[config.mk]
export PLATFORM = sky130hd
export DESIGN_NAME = apb_master
export DESIGN_NICKNAME = d
export VERILOG_FILES = /design/src/rtl/apb_master.sv
export SDC_FILE = /design/constraint.sdc
export NUM_CORES = 1
export LEC_CHECK = 0
export CORE_ASPECT_RATIO = 0.75
export CORE_MARGIN = 10
export CORE_UTILIZATION = 30
export DETAILED_ROUTE_END_ITERATION = 8
export GPL_ROUTABILITY_DRIVEN = 0
export PLACE_DENSITY = 0.62
export SETUP_SLACK_MARGIN = 0.15
export SYNTH_ARGS = -nofsm -noshare
export SYNTH_HDL_FRONTEND = slang
export SYNTH_SLANG_ARGS = --single-unit
[constraint.sdc]
create_clock -name clk_i -period 4.9 [get_ports clk_i]
set_input_delay 0.735 -clock clk_i [delete_from_list [all_inputs] [get_ports clk_i]]
set_output_delay 0.735 -clock clk_i [all_outputs]
set_load 0.02 [all_outputs]
[src/rtl/apb_master.sv]
// APB master bridging a valid/ready request channel to a single APB transfer.
// Optional ACCESS-phase timeout is compiled in with APB_MASTER_TIMEOUT_EN.
module apb_master #(
    parameter int unsigned TIMEOUT_CYCLES = 16
) (
    input  logic        clk_i,
    input  logic        rst_i,
    input  logic        req_valid_i,
    output logic        req_ready_o,
    input  logic [31:0] req_addr_i,
    input  logic        req_write_i,
    input  logic [31:0] req_wdata_i,
    output logic        rsp_valid_o,
    input  logic        rsp_ready_i,
    output logic [31:0] rsp_rdata_o,
    output logic        rsp_err_o,
    output logic        psel_o,
    output logic        penable_o,
    output logic        pwrite_o,
    output logic [31:0] paddr_o,
    output logic [31:0] pwdata_o,
    input  logic [31:0] prdata_i,
    input  logic        pready_i,
    input  logic        pslverr_i
);

    localparam logic [1:0] ST_IDLE   = 2'd0;
    localparam logic [1:0] ST_SETUP  = 2'd1;
    localparam logic [1:0] ST_ACCESS = 2'd2;
    localparam logic [1:0] ST_RESP   = 2'd3;

    if ((TIMEOUT_CYCLES < 1) || (TIMEOUT_CYCLES > 255)) begin : g_bad_timeout
        $error("apb_master: TIMEOUT_CYCLES must be within 1..255");
    end

    logic [1:0]  state_q, state_d;
    logic        req_ready_q, req_ready_d;
    logic        psel_q, psel_d;
    logic        penable_q, penable_d;
    logic        pwrite_q, pwrite_d;
    logic [31:0] paddr_q, paddr_d;
    logic [31:0] pwdata_q, pwdata_d;
    logic        rsp_valid_q, rsp_valid_d;
    logic [31:0] rsp_rdata_q, rsp_rdata_d;
    logic        rsp_err_q, rsp_err_d;

`ifdef APB_MASTER_TIMEOUT_EN
    localparam int unsigned CNT_W = 8;
    logic [CNT_W-1:0] cnt_q, cnt_d;
`endif

    // Next-state and registered-output computation
    always_comb begin
        state_d     = state_q;
        pwrite_d    = pwrite_q;
        paddr_d     = paddr_q;
        pwdata_d    = pwdata_q;
        rsp_rdata_d = rsp_rdata_q;
        rsp_err_d   = rsp_err_q;
`ifdef APB_MASTER_TIMEOUT_EN
        cnt_d       = cnt_q;
`endif
        case (state_q)
            ST_IDLE: begin
                if (req_valid_i) begin
                    state_d  = ST_SETUP;
                    pwrite_d = req_write_i;
                    paddr_d  = req_addr_i;
                    pwdata_d = req_wdata_i;
                end
            end
            ST_SETUP: begin
                state_d = ST_ACCESS;
`ifdef APB_MASTER_TIMEOUT_EN
                cnt_d   = CNT_W'(1);
`endif
            end
            ST_ACCESS: begin
                if (pready_i) begin
                    state_d     = ST_RESP;
                    rsp_err_d   = pslverr_i;
                    rsp_rdata_d = pwrite_q ? 32'h0 : prdata_i;
                end
`ifdef APB_MASTER_TIMEOUT_EN
                // Terminal count without pready aborts with an error response
                else if (cnt_q == CNT_W'(TIMEOUT_CYCLES)) begin
                    state_d     = ST_RESP;
                    rsp_err_d   = 1'b1;
                    rsp_rdata_d = 32'h0;
                end else begin
                    cnt_d = cnt_q + CNT_W'(1);
                end
`endif
            end
            default: begin
                if (rsp_ready_i) begin
                    state_d = ST_IDLE;
                end
            end
        endcase

        // Control outputs are registered copies of the next-state decode
        req_ready_d = (state_d == ST_IDLE);
        psel_d      = (state_d == ST_SETUP) || (state_d == ST_ACCESS);
        penable_d   = (state_d == ST_ACCESS);
        rsp_valid_d = (state_d == ST_RESP);
    end

    always_ff @(posedge clk_i) begin
        if (rst_i) begin
            state_q     <= ST_IDLE;
            req_ready_q <= 1'b1;
            psel_q      <= 1'b0;
            penable_q   <= 1'b0;
            pwrite_q    <= 1'b0;
            paddr_q     <= 32'h0;
            pwdata_q    <= 32'h0;
            rsp_valid_q <= 1'b0;
            rsp_rdata_q <= 32'h0;
            rsp_err_q   <= 1'b0;
        end else begin
            state_q     <= state_d;
            req_ready_q <= req_ready_d;
            psel_q      <= psel_d;
            penable_q   <= penable_d;
            pwrite_q    <= pwrite_d;
            paddr_q     <= paddr_d;
            pwdata_q    <= pwdata_d;
            rsp_valid_q <= rsp_valid_d;
            rsp_rdata_q <= rsp_rdata_d;
            rsp_err_q   <= rsp_err_d;
        end
    end

`ifdef APB_MASTER_TIMEOUT_EN
    always_ff @(posedge clk_i) begin
        if (rst_i) begin
            cnt_q <= '0;
        end else begin
            cnt_q <= cnt_d;
        end
    end
`endif

    assign req_ready_o = req_ready_q;
    assign psel_o      = psel_q;
    assign penable_o   = penable_q;
    assign pwrite_o    = pwrite_q;
    assign paddr_o     = paddr_q;
    assign pwdata_o    = pwdata_q;
    assign rsp_valid_o = rsp_valid_q;
    assign rsp_rdata_o = rsp_rdata_q;
    assign rsp_err_o   = rsp_err_q;

endmodule

==> impl_metrics.sql <==
INSERT INTO impl_metrics (metric_group, metric, value, unit) VALUES
('floorplan', 'floorplan.initialDensity', '0.311', ''),
('cts', 'tritoncts', 'done', ''),
('cts', 'cts_root_buf', 'sky130_fd_sc_hd__clkbuf_16', ''),
('timing', 'timing_hold_violations_final', '0', ''),
('drt', 'avgViaCountPerCell', '4.70', ''),
('drt', 'via_count', '3803', ''),
('floorplan', 'chipWidth', '151', 'um'),
('yosys', 'netlist_area', '3870', 'um2'),
('timing', 'worst-slew-pin-transition', '1.28', 'ns'),
('timing', 'timing_max_transition_violations_final', '0', ''),
('global_route', 'grt_util_all_layers', '0.138', ''),
('placed_design', 'place.detailed.hpwl', '9480', 'um'),
('drt', 'drc', '0', ''),
('drt', 'ant_nets_after_route', '0', ''),
('drt', 'route.detailed.wl_per_inst', '16.3', 'um'),
('power_and_ir_drop', 'ir_worst_vdd', '0.000212', 'V'),
('placed_design', 'placed_cells_incl_taps', '793', ''),
('power_and_ir_drop', 'p_leak', '2.17', 'nW'),
('power_and_ir_drop', 'internal_power', '0.00183', 'W'),
('finish', 'antenna_cells', '0', ''),
('power_and_ir_drop', 'relative_contribution_of_the_clock_network_to_total_power', '0.260', ''),
('worst_hold_path', 'timing.hold.worst.class', 'flop to flop', ''),
('yosys', 'synth.ff_latch_count', '104', ''),
('finish', 'final_design_area_no_fill', '6200', 'um2'),
('drt', 'dr.first_iter.drc_count', '273', ''),
('cts', 'htree_num_levels', '3', ''),
('power_and_ir_drop', 'comb_power_share', '0.357', ''),
('yosys', 'synth_top_area_share', '0.538', ''),
('cts', 'cts.repair_timing.setup_buffer_count', '0', ''),
('critical_path', 'crit_path_start_kind', 'primary input', ''),
('yosys', 'yosysUniqueCellTypes', '20', ''),
('critical_path', 'setup.worst_path.end_class', 'flop', ''),
('floorplan', 'die-area', '17900', 'um2'),
('timing', 'fin_tns_setup', '0', 'ns'),
('global_route', 'grt_pass1_wl', '20100', 'um'),
('cts', 'post_cts_hold_buffer_count', '0', ''),
('cts', 'cts_made_buffers', '9', ''),
('timing', 'final.setup_skew', '0.00933', 'ns'),
('global_route', 'grt_max_degree', '105', ''),
('drt', 'drt-pass1-iter-count', '6', ''),
('finish', 'drive_gt1_frac', '0.0327', ''),
('yosys', 'syn-num-nets', '569', ''),
('finish', 'mostFrequentLayoutCell', 'sky130_fd_sc_hd__clkdlybuf4s50_1', ''),
('cts', 'clk_pin_slew_worst_paths', '0.07', 'ns'),
('floorplan', 'floorplan.die.height', '118', 'um'),
('yosys', 'synth_top_cell_by_area', 'sky130_fd_sc_hd__dfxtp_1', ''),
('timing', 'ratio_of_final_minimum_period_to_clock_period', '0.591', ''),
('timing', 'finalSetupViolCount', '0', ''),
('power_and_ir_drop', 'seqPwrFrac', '0.383', ''),
('finish', 'nets', '746', ''),
('finish', 'area_growth', '60.2', '%'),
('power_and_ir_drop', 'pwr_density_cell', '448', 'nW/um2'),
('timing', 'max_slew_margin', '0.144', ''),
('power_and_ir_drop', 'switching_power', '0.000948', 'W'),
('cts', 'cts_resized', '0', ''),
('run_status', 'outcome', 'complete, no violations', ''),
('finish', 'layout.cells.non_filler', '809', ''),
('timing', 'clock_period_minus_final_worst_setup_slack', '2.89', 'ns'),
('yosys', 'seq_area_frac_synth', '0.538', ''),
('flow_run', 'cap_violations', '0', ''),
('timing', 'rsz0062_at_grt', 'no', ''),
('placed_design', 'placement.io_buffers', '204', ''),
('power_and_ir_drop', 'report.power.total', '0.00278', 'W'),
('critical_path', 'worstSetupPathType', 'primary input to flop', ''),
('critical_path', 'cp_max_fo', '33', ''),
('global_route', 'grt_antenna_before_repair', '0', ''),
('placed_design', 'pre_cts_ws', '1.69', 'ns'),
('cts', 'clk-insertion-delay-late', '0.34', 'ns'),
('cts', 'max-clock-path-buffers', '2', ''),
('yosys', 'synth_warnings', '0', ''),
('critical_path', 'critical_path_required', '5.07', 'ns');
==> power groups by stage <==
stage | registers [W] | logic (W) | clock network (W)
after global routing | 0.00108 | 0.00108 | 0.000772
after global placement | 0.00108 | 0.000994 | 0
after CTS | 0.00107 | 0.00101 | 0.000746
final | 0.00106 | 0.000990 | 0.000723
after floorplan | 0.00123 | 0.000444 | 0
after detailed placement | 0.00108 | 0.00101 | 0
==> per-stage QoR <==
step,hold slack [ns],util
2_1_floorplan,0.528,-
3_3_place_gp,0.439,0.475
3_5_place_dp,0.443,0.475
4_1_cts,0.453,0.499
5_1_grt,0.468,0.499
6_report,0.448,0.499
==> worst max-delay path: stages <==
cell	delay, ns
sky130_fd_sc_hd__clkdlybuf4s50_1	0.96
sky130_fd_sc_hd__buf_4	0.34
sky130_fd_sc_hd__nand2_1	0.65
sky130_fd_sc_hd__nand2_1	0.27
sky130_fd_sc_hd__a21oi_1	0.09
==> cells by family after synthesis <==
group | count (synthesis) | synth area share
multiplexers | 1 | 0.00259
AND/OR/NAND/NOR | 208 | 0.249
adder cells (fa/ha/maj) | 5 | 0.0162
buffers and inverters | 43 | 0.0637
flip-flops | 104 | 0.538
AO/OA/AOI/OAI | 100 | 0.131
==> synthesized netlist by cell type, drive strengths merged <==
master  number
a21oi       98
a22oi        1
and2         2
buf         26
clkbuf      14
dfxtp      104
ha           5
inv          3
mux2i        1
nand2      165
nand3        1
nand4b      32
nor2         3
nor2b        2
nor3         2
o32a         1
or2          1
==> layout make-up <==
class                   count  area [um2]
fillers                  1200        6230
flip-flops and latches    104        2080
repair buffers            206        2050
multi-input cells         314        1550
clock buffers              12         246
well taps                 166         208
clock inverters             4        53.8
inverters                   3        11.3
==> flip-flops by register name, summed over array words and instances, names as in the netlist, 2 cells and up <==
register and flops:
pwdata_o 32, paddr_o 32, rsp_rdata_o 32, state_q 2
==> per-layer routing <==
metal	GRT usage	share of wire
met1	0.165	0.43
met2	0.215	0.45
met3	0.0671	0.11
met4	0.0354	0.011
met5	0	0
==> path summary, 6_finish.rpt <==
kind	startpoint	to	slack [ns]	cells after the start
hold reg to reg	rsp_rdata_o[13]	rsp_rdata_o[13]	0.45	2
setup / recovery	pready_i	rsp_rdata_o[19]	2.01	5
hold / removal	rsp_rdata_o[13]	rsp_rdata_o[13]	0.45	2
setup reg to reg	state_q[0]	rsp_rdata_o[19]	2.74	6
Power figures use the tool's default switching activity.
